### src/rtl/imm_extend_pipe.sv
// Decode-stage immediate generator: decodes the RV32I/RV64I immediate formats
// and hands the result downstream through a registered 2-entry skid buffer.
module imm_extend_pipe #(
  parameter int DPW  = 32,
  parameter int TAGW = 32
) (
  input  logic            clk,
  input  logic            arst_n,
  input  logic            flush,
  input  logic            in_valid,
  output logic            in_ready,
  input  logic [31:7]     instr_in,
  input  logic [2:0]      immsrc_in,
  input  logic [TAGW-1:0] tag_in,
  output logic            out_valid,
  input  logic            out_ready,
  output logic [DPW-1:0]  immext_out,
  output logic [TAGW-1:0] tag_out,
  output logic            illegal_out
);

  // Handshake: an input transfers on a rising edge where in_valid & in_ready;
  // an output transfers on a rising edge where out_valid & out_ready. While
  // out_valid & !out_ready the output entry is held unchanged, and in_ready is
  // a registered signal with no combinational dependence on out_ready.

  logic            s;
  logic [31:0]     imm32;
  logic [5:0]      shamt;
  logic [DPW-1:0]  dec_imm;
  logic            dec_ill;

  always_comb begin
    s       = instr_in[31];
    imm32   = '0;
    dec_ill = 1'b0;
    shamt   = (DPW == 64) ? instr_in[25:20] : {1'b0, instr_in[24:20]};
    case (immsrc_in)
      3'b000:  imm32 = {{20{s}}, instr_in[31:20]};
      3'b001:  imm32 = {{20{s}}, instr_in[31:25], instr_in[11:7]};
      3'b010:  imm32 = {{20{s}}, instr_in[7], instr_in[30:25], instr_in[11:8], 1'b0};
      3'b011:  imm32 = {instr_in[31:12], 12'h000};
      3'b100:  imm32 = {{12{s}}, instr_in[19:12], instr_in[20], instr_in[30:21], 1'b0};
      3'b101:  imm32 = {26'd0, shamt};
      default: dec_ill = 1'b1;
    endcase
  end

  // Every format is sign-extended from bit 31; shift amounts have bit 31 clear.
  generate
    if (DPW == 64) begin : g_ext64
      assign dec_imm = {{32{imm32[31]}}, imm32};
    end else begin : g_ext32
      assign dec_imm = imm32;
    end
  endgenerate

  logic            o_valid, k_valid;
  logic [DPW-1:0]  o_imm, k_imm;
  logic [TAGW-1:0] o_tag, k_tag;
  logic            o_ill, k_ill;
  logic            accept, o_free;

  assign accept = in_valid & in_ready;
  assign o_free = ~o_valid | out_ready;

  always_ff @(posedge clk or negedge arst_n) begin
    if (!arst_n) begin
      o_valid <= 1'b0;
      o_imm   <= '0;
      o_tag   <= '0;
      o_ill   <= 1'b0;
      k_valid <= 1'b0;
      k_imm   <= '0;
      k_tag   <= '0;
      k_ill   <= 1'b0;
    end else if (flush) begin
      o_valid <= 1'b0;
      k_valid <= 1'b0;
    end else if (o_free) begin
      if (k_valid) begin
        // Skid entry is older than anything arriving now, so it goes first.
        o_valid <= 1'b1;
        o_imm   <= k_imm;
        o_tag   <= k_tag;
        o_ill   <= k_ill;
        k_valid <= accept;
        if (accept) begin
          k_imm <= dec_imm;
          k_tag <= tag_in;
          k_ill <= dec_ill;
        end
      end else begin
        o_valid <= accept;
        if (accept) begin
          o_imm <= dec_imm;
          o_tag <= tag_in;
          o_ill <= dec_ill;
        end
      end
    end else if (accept) begin
      k_valid <= 1'b1;
      k_imm   <= dec_imm;
      k_tag   <= tag_in;
      k_ill   <= dec_ill;
    end
  end

  assign in_ready    = ~k_valid;
  assign out_valid   = o_valid;
  assign immext_out  = o_imm;
  assign tag_out     = o_tag;
  assign illegal_out = o_ill;

endmodule

### config.mk
export PLATFORM = sky130hd
export DESIGN_NAME = imm_extend_pipe
export DESIGN_NICKNAME = d
export VERILOG_FILES = /design/src/rtl/imm_extend_pipe.sv
export SDC_FILE = /design/constraint.sdc
export NUM_CORES = 1
export LEC_CHECK = 0
export ABC_AREA = 1
export CAP_MARGIN = 20
export CORE_ASPECT_RATIO = 0.9
export CORE_MARGIN = 2
export CORE_UTILIZATION = 44
export CTS_CLUSTER_DIAMETER = 120
export DETAILED_ROUTE_END_ITERATION = 8
export PLACE_DENSITY = 0.71
export SYNTH_ARGS = -nofsm -noshare
export SYNTH_HDL_FRONTEND = slang
export SYNTH_SLANG_ARGS = --single-unit
export TNS_END_PERCENT = 100
### constraint.sdc
create_clock -name clk -period 2.4 [get_ports clk]
set_input_delay 0.48 -clock clk [delete_from_list [all_inputs] [get_ports clk]]
set_output_delay 0.48 -clock clk [all_outputs]
set_load 0.005 [all_outputs]
==> qor.csv <==
stage,metric,value,unit
setup_path,path_buf_inv,2,
cts,cts_tree,done,
timing,timing.hold.ws,0.00706,ns
yosys,syn_nets,816,
cts,cts_max_path_buffers,2,
yosys,synth_area_leader_cell,dfrtp_1,
routing,vias,5054,
cts,cts_setup_buffers,0,
yosys,yosys_most_used_dff,dfrtp_1,
yosys,syn_inst,751,
power_and_ir_drop,p_per_area,810,nW/um2
timing,hold_violations,0,
setup_path,worstRegToRegCells,4,
yosys,yosysMostFrequentCell,nand2_1,
yosys,async_reset_ff_share,100,%
routing,detail-route-antenna-nets,0,
setup_path,cp-start-kind,flop,
setup_path,r2r_start,k_valid$_DFFE_PN0P_,
yosys,synth_area_per_cell,8.12,um2
yosys,yosys-top-cells-count,"nand2_1, dfrtp_1, o21ai_0, inv_1, nand3_1",
timing,slew_violations,0,
cts,htree_num_levels,4,
cts,cts_hold_buf,0,
finish,fin_cells,1049,
cts,clk_latency,0.42,ns
outcome,status,"complete, no violations",
die,fp.dieW,128,um
global_routing,grt_usage,20.6,%
setup_path,worstSetupStartpoint,k_valid$_DFFE_PN0P_,
global_routing,grt_pass1_vias,4626,
setup_path,cp.arrival,1.43,ns
finish,antennaDiodeCount,0,
cts,cts_resized,0,
die,initial_core_util,45.3,%
global_routing,grt_max_degree,83,
setup_path,crit_path_end,in_ready,
setup_path,worstPathMaxFanout,5,
timing,max_slew_margin,64.2,%
yosys,synth-edff-count,0,
die,die_area,14800,um2
routing,drt_iter0_drc,418,
yosys,synth_area_leaders,"dfrtp_1, nand2_1, o21ai_0",
cts,root_buffer,clkbuf_16,
routing,wl_per_cell,13.6,um
power_and_ir_drop,total_power,6.55,mW
timing,fin_tns_setup,0,ns
timing,timing.final.crit_share,79.4,%
setup_path,cp.required,1.92,ns
placement,place_congestion,0.836,
routing,viasPerCell,4.82,
yosys,syn-cell-area,6090,um2
finish,fin_util,60.1,%
timing,fin_crit,1.91,ns
placement,post-place-cells,1017,
die,dieHeight,116,um
routing,firstDrtPassIters,5,
setup_path,cpLargestDelayFamily,buffers and inverters,
yosys,ys_types,24,
routing,drc,0,
die,core_area,13500,um2
yosys,yosysWarnings,0,
finish,area_growth,32.8,%
yosys,ys_ff_latch,132,
setup_path,timing.critical_path.to_type,primary output,
timing,setup_violations,0,
yosys,synth_top_area_share,54.2,%
placement,dp_slack,0.375,ns
timing,skew,0.00728,ns
setup_path,crit_slowest_cell,clkdlybuf4s50_1,
die,num_rows,40,
cts,cts_buffers,17,
finish,drive_above_1_share,8.51,%
cts,clock_sinks,132,
routing,wl,14200,um
timing,setup_ws,0.493,ns
setup_path,r2r-end,tag_out[9]$_DFFE_PN0P_,
power_and_ir_drop,p_leak,4.07,nW
cts,clkTransAtPathRegs,0.05,ns
setup_path,crit_chain,inv_4 -> clkdlybuf4s50_1,
finish,nNetsFinal,933,
placement,placed_cell_area,7530,um2
timing,fmax,0.524,GHz
finish,final_cell_area,8090,um2
placement,port_buffers,131,
setup_path,reg2reg_slack,0.98,ns
setup_path,cp.depth,2,
timing,rsz0062_at_grt,no,
yosys,ys_seq_area_share,54.2,%
run,cap_viol_max_count,0,
setup_path,cp_slowest_stage_delay,0.51,ns
placement,dp_hpwl,9490,um
global_routing,grt_antenna_before_repair,0,
setup_path,path_class,reg2out,
global_routing,overflow,0,
min_path,min_path_type,in2async,
power_and_ir_drop,vdd_drop_max,475,uV
die,ioPinCount,132,
global_routing,grt_pass1_wl,23700,um
timing,tightest_slew,0.538,ns
flip-flops by register name (all words and copies together) (netlist names):
| signal | cells |
|---|---|
| k_valid | 1 |
| out_valid | 1 |
| immext_out | 32 |
| tag_out | 32 |
| k_tag | 32 |
| k_imm | 32 |
| illegal_out | 1 |
| k_ill | 1 |
worst min-delay path by stage:
stage                                    from                   endpoint  cells after the start
floorplan                              arst_n    illegal_out$_DFFE_PN0P_                      0
global placement        k_tag[31]$_DFFE_PN0P_      k_tag[31]$_DFFE_PN0P_                      2
detailed placement  immext_out[5]$_DFFE_PN0P_  immext_out[5]$_DFFE_PN0P_                      2
CTS                                    arst_n      k_tag[18]$_DFFE_PN0P_                      1
finish                                 arst_n    tag_out[22]$_DFFE_PN0P_                      1
global route                           arst_n      k_tag[18]$_DFFE_PN0P_                      1
final cells by class:
cell class	instances	area (um2)
Fill cell	1187	5370
Tap cell	168	210
Inverter	74	280
Sequential cell	132	3300
Timing Repair Buffer	141	1460
Multi-Input combinational cell	502	2270
Clock buffer	23	488
Clock inverter	9	77.6
cell families (layout without fill, tap and decap cells):
family	count (synthesis)	after routing	synth area share, %
AND/OR/NAND/NOR	332	332	23.1
AO/OA/AOI/OAI	170	170	14.1
flip-flops	132	132	54.2
buffers and inverters	117	247	8.56
routing by layer:
layer	wire (um)	vias to the layer above	GRT usage, %
li1	-	2621	-
met1	6970	2311	29.4
met2	6570	107	31.2
met3	487	15	4.52
met4	203	0	7.40
met5	0	-	0
power breakdown:
group / leakage (nW) / total (mW) / switching, mW / internal (mW)
Combinational: 2.13 / 1.23 / 0.571 / 0.663
Sequential: 1.67 / 2.88 / 0.204 / 2.67
Clock: 0.275 / 2.44 / 0.922 / 1.52
layout by cell type (no fill, tap or decap), types with 7 or more instances in the layout:
master           synthesis  layout
a21oi_1                 27      27
clkbuf_16                0      17
clkdlybuf4s50_1          0     130
dfrtp_1                132     132
inv_1                   66      66
inv_2                    7       7
nand2_1                259     259
nand2_2                  7       7
nand3_1                 31      31
nand3_2                 10      10
nor2_1                  16      16
o21ai_0                110     110
o21ai_1                 30      30
Note: power is estimated with default switching activity, not from simulation.
